==> src/rtl/debug_run_controller.sv <==
// Run/step/freeze sequencer for the five-stage pipeline, with a post-mortem dump
// (cycle count, register file, data memory) streamed to the debug micro.
module debug_run_controller #(
    parameter int NB_BITS = 32,
    parameter int NB_CMD  = 8,
    parameter int NB_ADDR = 5,
    parameter int N_REGS  = 32,
    parameter int N_MEM   = 32
) (
    input  logic               i_clk,
    input  logic               i_rst,
    input  logic [NB_CMD-1:0]  i_cmd,
    input  logic               i_cmd_valid,
    output logic               o_cmd_ready,
    input  logic               i_halt_instr,
    output logic               o_debug_enb,
    output logic               o_step,
    output logic               o_dump_sel,
    output logic [NB_ADDR-1:0] o_addr_debug,
    input  logic [NB_BITS-1:0] i_data_debug,
    output logic [NB_BITS-1:0] o_tx_data,
    output logic               o_tx_valid,
    input  logic               i_tx_ready,
    output logic [31:0]        o_cycle_cnt,
    output logic               o_halted,
    output logic [2:0]         o_state
);

    typedef enum logic [2:0] {
        ST_IDLE      = 3'd0,
        ST_RUN       = 3'd1,
        ST_STEP      = 3'd2,
        ST_DUMP_ADDR = 3'd3,
        ST_DUMP_WAIT = 3'd4,
        ST_DUMP_SEND = 3'd5
    } state_t;

    localparam logic [NB_CMD-1:0]  CMD_RUN  = NB_CMD'(1);
    localparam logic [NB_CMD-1:0]  CMD_STEP = NB_CMD'(2);
    localparam logic [NB_CMD-1:0]  CMD_STOP = NB_CMD'(3);
    localparam logic [NB_CMD-1:0]  CMD_DUMP = NB_CMD'(4);
    localparam logic [NB_ADDR-1:0] LAST_REG = NB_ADDR'(N_REGS - 1);
    localparam logic [NB_ADDR-1:0] LAST_MEM = NB_ADDR'(N_MEM - 1);

    state_t               state_q, state_d;
    logic [31:0]          cycle_cnt_q, cycle_cnt_d;
    logic                 halted_q, halted_d;
    logic                 dump_sel_q, dump_sel_d;
    logic [NB_ADDR-1:0]   addr_q, addr_d;
    logic                 hdr_word_q, hdr_word_d;
    logic [NB_BITS-1:0]   tx_data_q, tx_data_d;
    logic                 tx_valid_q, tx_valid_d;
    logic                 cmd_fire;

    always_comb begin
        // NOTE: every _d starts from its _q so no branch can leave a signal unassigned and infer a latch.
        state_d     = state_q;
        cycle_cnt_d = cycle_cnt_q;
        halted_d    = halted_q;
        dump_sel_d  = dump_sel_q;
        addr_d      = addr_q;
        hdr_word_d  = hdr_word_q;
        tx_data_d   = tx_data_q;
        tx_valid_d  = tx_valid_q;

        o_cmd_ready = (state_q == ST_IDLE) || (state_q == ST_RUN);
        cmd_fire    = i_cmd_valid && o_cmd_ready;

        if (state_q == ST_RUN || state_q == ST_STEP) begin
            cycle_cnt_d = cycle_cnt_q + 32'd1;
        end

        unique case (state_q)
            ST_IDLE: begin
                if (cmd_fire) begin
                    if (i_cmd == CMD_RUN && !halted_q) begin
                        state_d = ST_RUN;
                    end else if (i_cmd == CMD_STEP && !halted_q) begin
                        state_d = ST_STEP;
                    end else if (i_cmd == CMD_DUMP) begin
                        state_d    = ST_DUMP_ADDR;
                        hdr_word_d = 1'b1;
                        addr_d     = '0;
                        dump_sel_d = 1'b0;
                    end
                end
            end
            ST_RUN: begin
                if (i_halt_instr) begin
                    halted_d = 1'b1;
                    state_d  = ST_IDLE;
                end else if (cmd_fire && i_cmd == CMD_STOP) begin
                    state_d = ST_IDLE;
                end
            end
            ST_STEP: begin
                halted_d = halted_q | i_halt_instr;
                state_d  = ST_IDLE;
            end
            ST_DUMP_ADDR: state_d = ST_DUMP_WAIT;
            ST_DUMP_WAIT: begin
                // The counter is frozen for the whole dump, so its live value is the start snapshot.
                state_d    = ST_DUMP_SEND;
                tx_valid_d = 1'b1;
                tx_data_d  = hdr_word_q ? NB_BITS'(cycle_cnt_q) : i_data_debug;
            end
            ST_DUMP_SEND: begin
                if (i_tx_ready) begin
                    tx_valid_d = 1'b0;
                    state_d    = ST_DUMP_ADDR;
                    if (hdr_word_q) begin
                        hdr_word_d = 1'b0;
                    end else if (!dump_sel_q) begin
                        if (addr_q == LAST_REG) begin
                            dump_sel_d = 1'b1;
                            addr_d     = '0;
                        end else begin
                            addr_d = addr_q + NB_ADDR'(1);
                        end
                    end else if (addr_q == LAST_MEM) begin
                        dump_sel_d = 1'b0;
                        addr_d     = '0;
                        state_d    = ST_IDLE;
                    end else begin
                        addr_d = addr_q + NB_ADDR'(1);
                    end
                end
            end
            default: state_d = ST_IDLE;
        endcase
    end

    always_ff @(posedge i_clk or negedge i_rst) begin
        if (!i_rst) begin
            state_q     <= ST_IDLE;
            cycle_cnt_q <= '0;
            halted_q    <= 1'b0;
            dump_sel_q  <= 1'b0;
            addr_q      <= '0;
            hdr_word_q  <= 1'b0;
            tx_data_q   <= '0;
            tx_valid_q  <= 1'b0;
        end else begin
            // NOTE: non-blocking so every flop samples the pre-edge values regardless of statement order.
            state_q     <= state_d;
            cycle_cnt_q <= cycle_cnt_d;
            halted_q    <= halted_d;
            dump_sel_q  <= dump_sel_d;
            addr_q      <= addr_d;
            hdr_word_q  <= hdr_word_d;
            tx_data_q   <= tx_data_d;
            tx_valid_q  <= tx_valid_d;
        end
    end

    assign o_debug_enb  = (state_q != ST_RUN);
    assign o_step       = (state_q == ST_STEP);
    assign o_dump_sel   = dump_sel_q;
    assign o_addr_debug = addr_q;
    assign o_tx_data    = tx_data_q;
    assign o_tx_valid   = tx_valid_q;
    assign o_cycle_cnt  = cycle_cnt_q;
    assign o_halted     = halted_q;
    assign o_state      = state_q;

endmodule
==> config.mk <==
export PLATFORM = sky130hd
export DESIGN_NAME = debug_run_controller
export DESIGN_NICKNAME = d
export VERILOG_FILES = /design/src/rtl/debug_run_controller.sv
export SDC_FILE = /design/constraint.sdc
export NUM_CORES = 1
export LEC_CHECK = 0
export BUFFER_PORTS_ARGS = -buffer_cell sky130_fd_sc_hd__buf_2
export CAP_MARGIN = 0
export CORE_ASPECT_RATIO = 1.4
export CORE_MARGIN = 2
export CORE_UTILIZATION = 27
export CTS_BUF_LIST = sky130_fd_sc_hd__clkbuf_2
export CTS_CLUSTER_SIZE = 25
export DETAILED_ROUTE_END_ITERATION = 6
export PLACE_DENSITY = 0.53
export SLEW_MARGIN = 15
export SYNTH_ARGS = -nofsm -noshare
export SYNTH_HDL_FRONTEND = slang
export SYNTH_SLANG_ARGS = --single-unit
==> constraint.sdc <==
create_clock -name i_clk -period 2.9 [get_ports i_clk]
set_input_delay 0.29 -clock i_clk [delete_from_list [all_inputs] [get_ports i_clk]]
set_output_delay 0.29 -clock i_clk [all_outputs]
set_load 0.1 [all_outputs]
==> impl_metrics.toml, run 1 <==
[logic_synthesis]
yosysWarnings = 0
ys_seq_area_share_pct = 52.0
ys_types = 45
syn_area_per_cell_um2 = 10.6
synth_nets = 395
synth_edf_count = 0
synth_top_area_share_pct = 52.0
syn_area_um2 = 3660
synthTopCellsByCount = "dfrtp_1 (76), nor2_1 (47), a21oi_1 (32), mux2i_1 (32)"
ys_seq_elements = 76
yosysMostFrequentCell = "dfrtp_1"
ys_top_cells_by_area = "dfrtp_1 (52%), mux2i_1 (8.8%), nor2_1 (4.8%)"
synthArstFlopShare_pct = 100
syn-instance-count = 346
synth_area_leader_cell = "dfrtp_1"
synthFlopType = "dfrtp_1"

[layout]
fin_nets = 534
seq_area_um2 = 1900
drive_gt1_share_pct = 32.0
area_delta_synth_final_pct = 30.2
multi_input_area_um2 = 1690
n_fill_cell = 1356

[sta]
fmax_mhz = 462
final.setup.tns_ps = 0
period_needed_ps = 2160
rsz0062_at_grt = "false"
finalCritPeriodShare_pct = 74.6
finalClockSkew_ps = 26.8
tightest_slew_ps = 622
slew_violations = 0
finalHoldViolCount = 0
setup_ws_ps = 737
slew_headroom_pct = 58.6
setup_viol = 0
holdWs_ps = 48.3

[worst_setup_path]
end_kind = "output port"
worstSetupPathType = "reg -> out"
crit_path_max_incr_delay_ps = 780
startpoint_type = "flop"
arrival_ps = 1870
crit_path_top_delay_cell = "dfrtp_1"
critPathRequiredTime_ps = 2610
crit_chain = "nor2_4 -> nand2_2 -> buf_2"
cp_max_fo = 17

[global_routing]
grt_pass1_vias = 3049
grt_pass1_wl_um = 15200
grt_max_degree = 51
grt_usage_pct = 13.4
antenna_found_initial = 1
grt-ovfl-total = 0

[route]
via_per_inst = 4.46
drt-pass1-iter-count = 4
wl_met2_um = 4720
totalWireLength_um = 9370
top_layer = "met4"
remaining_drc_errors = 0
post_drt_wl_per_cell_um = 13.9
vias = 3004
antenna_left = 0
wirelength_met1_um = 4180
met3_length_um = 328
first_iter_violations = 73

[die]
fp.dieH_um = 142
start_util_pct = 27.4
core_um2 = 13300
ios = 123
dieWidth_um = 102
die-area_um2 = 14500
row_count = 50

[clock_tree]
cts.path.max_buffers = 2
post_cts_buffers = 0
cts_buffers = 9
insertion_delay_ps = 530
cts_resized = 0
cts_num_sinks = 76
path_clk_slew_ps = 210
ctsRootBufferMaster = "clkbuf_2"
cts_tree = "built"
htree_levels = 3

[power]
power.switching_mw = 3.13
seq_power_share_pct = 30.2
clkPwrFrac_pct = 11.1
irDropWorstVdd_v = 0.000503
p_leak_nw = 2.22
total_power_mw = 5.17
p_comb_share_pct = 58.6
switching_share_pct = 60.5
p_int_mw = 2.04
pwr_density_cell_nw_per_um2 = 1090

[placed_design]
dp_hpwl_um = 6800
dpl_worst_slack_ps = 863
numPortBuffers = 122
gp_congestion = 0.719

[worst_hold_path]
hold_path_class = "in -> reg"

[status]
status = "finished clean"

[job]
maxCapViolCount = 0
==> state kept, by name, summed over array words and instances (netlist names) <==
register / flops
o_state: 3
o_halted: 1
o_addr_debug: 5
o_tx_data: 32
o_tx_valid: 1
hdr_word_q: 1
o_dump_sel: 1
o_cycle_cnt: 32
==> critical path: cells and delay by family (launching register included) <==
kind,cells,cell delay [ps]
buffers and inverters,1,440
flip-flops,1,780
AND/OR/NAND/NOR,2,150
==> timing repair <==
action	4_1_cts	5_1_grt
endpoints found under the hold margin	57	1
hold buffers	15	1
endpoints found under the setup margin	0	0
==> cells by family after synthesis <==
kind of cell	after synthesis	synth area share, %
AOI/OAI and AO/OA	54	8.56
xor gates and xnor gates	33	7.91
adders and majority gates	4	1.37
buffers and inverters	20	2.36
DFF	76	52.0
muxes	33	9.07
and+or+nand+nor	126	18.7
==> per-layer routing <==
metal | global-route usage (%) | vias up
li1 | - | 1492
met1 | 16.6 | 1427
met2 | 22.9 | 75
met3 | 2.46 | 10
met4 | 5.05 | 0
met5 | 0 | -
==> area by class of cell <==
cell class	instances	area share, %
multi-input cells	250	35.5
clock inverters	5	1.10
well taps	182	4.79
flip-flops and latches	76	40.0
repair buffers	143	17.0
diodes	1	0.0526
inverters	5	0.394
clock buffers	11	1.16
==> cells in the final DEF (no fill, tap or decap), types with 7 or more instances in the layout <==
| master | instances |
|---|---|
| buf_2 | 121 |
| dfrtp_1 | 75 |
| nor2_1 | 46 |
| mux2i_1 | 32 |
| a21oi_1 | 32 |
| xnor2_1 | 20 |
| nand2_1 | 19 |
| dlygate4sd3_1 | 16 |
| xor2_1 | 13 |
| clkbuf_2 | 11 |
| nand3_1 | 10 |
| and3_1 | 7 |
==> power groups by stage <==
stage          Combinational, mW  Clock (mW)  Sequential (mW)
3_5_place_dp                3.04           0             1.59
4_1_cts                     3.06       0.615             1.57
3_3_place_gp                3.02           0             1.57
5_1_grt                     3.18       0.656             1.61
2_1_floorplan              0.734           0             3.37
6_report                    3.03       0.576             1.56
==> path summary, 6_finish.rpt <==
path | slack [ps] | end | startpoint | cells after the start
worst max-delay path | 740 | o_debug_enb | o_state[2] | 3
max in group asynchronous | 1910 | o_tx_data[3] | i_rst | 3
worst min register to register | 540 | o_addr_debug[3] | o_addr_debug[3] | 1
worst min-delay path | 50 | o_tx_data[17] | i_data_debug[17] | 3
min in group asynchronous | 280 | o_tx_data[22] | i_rst | 2
worst max register to register | 820 | o_state[0] | o_addr_debug[0] | 8
==> stage by stage <==
| step | utilization (%) | cells | cell area [µm²] |
|---|---|---|---|
| floorplan | - | 346 | 3670 |
| global placement | 33.7 | 640 | 4490 |
| detailed placement | 33.7 | 640 | 4490 |
| CTS | 35.6 | 671 | 4750 |
| global route | 35.7 | 673 | 4760 |
| finish | 35.7 | 673 | 4760 |
Power figures use the tool's default switching activity.
==> inputs of run 2 (changes only) <==
clock period = 2.15 ns   (was 2.9 ns; I/O delays follow)
==> impl_metrics.toml, run 2 (synthesis gave the netlist of run 1 again) <==
[status]
status = "finished clean"

[power]
seq_power_share_pct = 29.5
irDropWorstVdd_v = 0.000741
power.switching_mw = 4.28
p_leak_nw = 2.31
pwr_density_cell_nw_per_um2 = 1420
p_comb_share_pct = 58.0
clkPwrFrac_pct = 12.5
switching_share_pct = 59.1
p_int_mw = 2.97

[clock_tree]
cts.path.max_buffers = 2
path_clk_slew_ps = 200
cts_tree = "built"
ctsRootBufferMaster = "clkbuf_2"
cts_buffers = 9
cts_num_sinks = 76
insertion_delay_ps = 530
htree_levels = 3

[sta]
slew_violations = 0
finalHoldViolCount = 0
slew_headroom_pct = 57.2
fmax_mhz = 492
rsz0062_at_grt = "false"
final.setup.tns_ps = 0
period_needed_ps = 2030
finalCritPeriodShare_pct = 94.5
holdWs_ps = 39.6
finalClockSkew_ps = 35.9
tightest_slew_ps = 633
setup_viol = 0

[route]
antenna_left = 0
via_per_inst = 4.45
vias = 3099
first_iter_violations = 71
totalWireLength_um = 9700
drt-pass1-iter-count = 4
remaining_drc_errors = 0
post_drt_wl_per_cell_um = 13.9

[die]
ios = 123
core_um2 = 13300
fp.dieH_um = 142
die-area_um2 = 14500
dieWidth_um = 102
row_count = 50
start_util_pct = 27.4

[worst_hold_path]
hold_path_class = "in -> reg"

[global_routing]
grt_max_degree = 44
grt-ovfl-total = 0
grt_usage_pct = 13.7
antenna_found_initial = 1
grt_pass1_wl_um = 15500
grt_pass1_vias = 3076

[layout]
layout_common_cells = "buf_2 (120), dfrtp_1 (56), nor2_1 (46)"
postLayoutCellArea_um2 = 5090
n_fill_cell = 1345
area_delta_synth_final_pct = 39.2
final_common_cell = "buf_2"
fin_nets = 557
drive_gt1_share_pct = 35.7

[worst_setup_path]
cp_max_fo = 4
worstSetupPathType = "reg -> reg"
arrival_ps = 2490
end_kind = "flop"
critPathRequiredTime_ps = 2610
startpoint_type = "flop"

[placed_design]
numPortBuffers = 122
dp_hpwl_um = 7020
dpl-instance-area_um2 = 4590
gp_congestion = 0.764

[job]
maxCapViolCount = 0
[run 2: repair_timing]
item / 4_1_cts / 5_1_grt
buffers inserted: 0 / 1
hold endpoints to repair: 75 / 0
hold buffers: 34 / 0
resized for setup: 0 / 3
setup endpoints to repair: 0 / 2
[run 2: worst max-delay path, cell delays in order, from the launching register on]
cell       delay [ps]
dfrtp_4           530
ha_2              200
and3_1            180
ha_1              200
ha_1              180
nand2b_1           80
nand3_1           120
a2111oi_4         320
a21o_1            160
[run 2: routing by layer]
metal  share of wire [%]  GRT usage, %
met1                  43          16.6
met2                  52          24.0
met3                 3.3          2.46
met4                 1.7          4.98
met5                   0             0
[run 2: metrics by stage]
stage	setup slack, ps	total power, mW	cells	utilization (%)
after floorplan	-15.4	5.64	346	-
after global placement	129	6.29	644	34.4
after detailed placement	71.0	6.33	644	34.4
after CTS	18.2	7.31	694	38.0
after global routing	1.38	7.61	696	38.2
final	118	7.25	696	38.2
[run 2: cell type report]
cell class	instances	area, µm²	share of cell area, %
Sequential cell	76	1940	38.1
Antenna cell	1	2.50	0.0492
Clock buffer	9	45.0	0.885
Tap cell	182	228	4.48
Timing Repair Buffer	166	1030	20.3
Inverter	5	18.8	0.369
Clock inverter	7	90.1	1.77
Multi-Input combinational cell	250	1740	34.1
[run 2: path summary, 6_finish.rpt]
kind / from / endpoint / slack, ps / cells past startpoint
max: o_addr_debug[0] / o_state[0] / 120 / 8
min: i_data_debug[28] / o_tx_data[28] / 40 / 3
max reg2reg: o_addr_debug[0] / o_state[0] / 120 / 8
min reg2reg: o_tx_valid / o_tx_valid / 500 / 1
max in group asynchronous: i_rst / o_tx_valid / 1290 / 3
min in group asynchronous: i_rst / o_cycle_cnt[20] / 190 / 2
[run 2: power by group through the flow]
stage	registers (mW)	clock network [mW]	logic, mW
floorplan	4.58	0	1.06
global placement	2.16	0	4.13
detailed placement	2.17	0	4.16
CTS	2.14	0.962	4.21
global route	2.19	1.02	4.40
finish	2.14	0.908	4.20
==> inputs of run 3 (changes only) <==
CTS_BUF_LIST = sky130_fd_sc_hd__clkbuf_4   (was sky130_fd_sc_hd__clkbuf_2)
==> impl_metrics.toml, run 3 (synthesis gave the netlist of run 1 again) <==
[worst_setup_path]
crit_path_max_incr_delay_ps = 510
crit_path_top_delay_cell = "dfrtp_4"
crit_chain = "ha_2 -> and3_1 -> ha_1 -> ha_1 -> nand2b_1 -> nand3_1 -> a2111oi_4 -> a21o_1"
worstSetupPathType = "reg -> reg"
arrival_ps = 2380
critPathRequiredTime_ps = 2510
end_kind = "flop"
cp_max_fo = 4
crit_buf_inv = 0
path_common_cell = "ha_1"
startpoint_type = "flop"
path_delay_family = "adder cells"

[clock_tree]
cts_num_sinks = 76
cts_buffers = 9
insertion_delay_ps = 430
cts.path.max_buffers = 2
path_clk_slew_ps = 120
htree_levels = 3
cts_tree = "built"
ctsRootBufferMaster = "clkbuf_4"

[die]
ios = 123
start_util_pct = 27.4
core_um2 = 13300
row_count = 50
die-area_um2 = 14500
dieWidth_um = 102
fp.dieH_um = 142

[power]
p_leak_nw = 2.17
irDropWorstVdd_v = 0.000750
pwr_density_cell_nw_per_um2 = 1520

[placed_design]
dpl-instance-area_um2 = 4590
numPortBuffers = 122
dp_hpwl_um = 7020
gp_congestion = 0.764

[global_routing]
grt_max_degree = 44
grt_pass1_wl_um = 14900
antenna_found_initial = 1
grt-ovfl-total = 0
grt_usage_pct = 13.1
grt_pass1_vias = 2912

[sta]
finalClockSkew_ps = 21.1
setup_viol = 0
slew_violations = 0
rsz0062_at_grt = "false"
finalHoldViolCount = 0
tightest_slew_ps = 633
slew_headroom_pct = 57.2
finalCritPeriodShare_pct = 94.0
period_needed_ps = 2020
fmax_mhz = 495
final.setup.tns_ps = 0

[layout]
fin_nets = 524
final_common_cell = "buf_2"
postLayoutCellArea_um2 = 4780
drive_gt1_share_pct = 38.1
area_delta_synth_final_pct = 30.7
layout_common_cells = "buf_2 (121), dfrtp_1 (56), nor2_1 (46)"

[route]
post_drt_wl_per_cell_um = 14.0
via_per_inst = 4.49
drt-pass1-iter-count = 4
first_iter_violations = 58
vias = 2977
remaining_drc_errors = 0
totalWireLength_um = 9300
antenna_left = 0

[status]
status = "finished clean"

[worst_hold_path]
hold_path_class = "in -> reg"

[job]
maxCapViolCount = 0
## run 3: cell types whose count changed in the layout (fill, tap and decap cells not counted), sizes merged
cell	change
clkbuf	-1
dlygate4sd3	-33
buf	+1
## run 3: area by class of cell
| cell class | count | area, µm² |
|---|---|---|
| Clock inverter | 7 | 90.1 |
| Sequential cell | 76 | 1940 |
| Timing Repair Buffer | 133 | 698 |
| Inverter | 5 | 18.8 |
| Clock buffer | 9 | 67.6 |
| Antenna cell | 1 | 2.50 |
| Multi-Input combinational cell | 250 | 1740 |
| Fill cell | 1377 | 8550 |
| Tap cell | 182 | 228 |
## run 3: what timing repair did
item / in CTS / in global routing
endpoints found under the setup margin: 0 / 1
hold buffers: 1 / 0
buffers inserted: 0 / 1
endpoints found under the hold margin: 40 / 0
gates resized for setup: 0 / 2
## run 3: worst reg2reg max path, cell delays in order, from the launching register on
cell	delay, ps
dfrtp_4	510
ha_2	200
and3_1	180
ha_1	200
ha_1	180
nand2b_1	80
nand3_1	120
a2111oi_4	320
a21o_1	160
## run 3: per-layer routing
metal  routed length, µm  GRT usage (%)
met5                   0              0
met4                 163           4.91
met3                 335           2.41
met2                4780           22.5
met1                4020           16.3
## run 3: worst paths after layout
| kind | startpoint | end | slack, ps | cells after the start |
|---|---|---|---|---|
| max | o_addr_debug[0] | o_state[0] | 130 | 8 |
| min | i_halt_instr | o_halted | 40 | 2 |
| max reg2reg | o_addr_debug[0] | o_state[0] | 130 | 8 |
| min reg2reg | o_tx_valid | o_tx_valid | 490 | 1 |
| max in group asynchronous | i_rst | o_tx_valid | 1170 | 3 |
| min in group asynchronous | i_rst | o_cycle_cnt[20] | 320 | 2 |
## run 3: power breakdown
group / switching (mW) / total (mW) / leakage [nW] / internal, mW
clock: 0.519 / 0.987 / 0.0854 / 0.468
combinational: 3.42 / 4.15 / 1.19 / 0.738
sequential: 0.325 / 2.13 / 0.899 / 1.81
total: 4.26 / 7.27 / 2.17 / 3.01
## run 3: stage by stage
stage                     util [%]  power (mW)  setup WS (ps)  instances  hold slack [ps]
after global placement        34.4        6.29            129        644              252
final                         35.9        7.27            130        663             44.1
after detailed placement      34.4        6.33           71.0        644              255
after global routing          35.9        7.65           17.6        663             28.9
after CTS                     35.7        7.36           36.3        661             6.49
after floorplan                  -        5.64          -15.4        346            -80.6
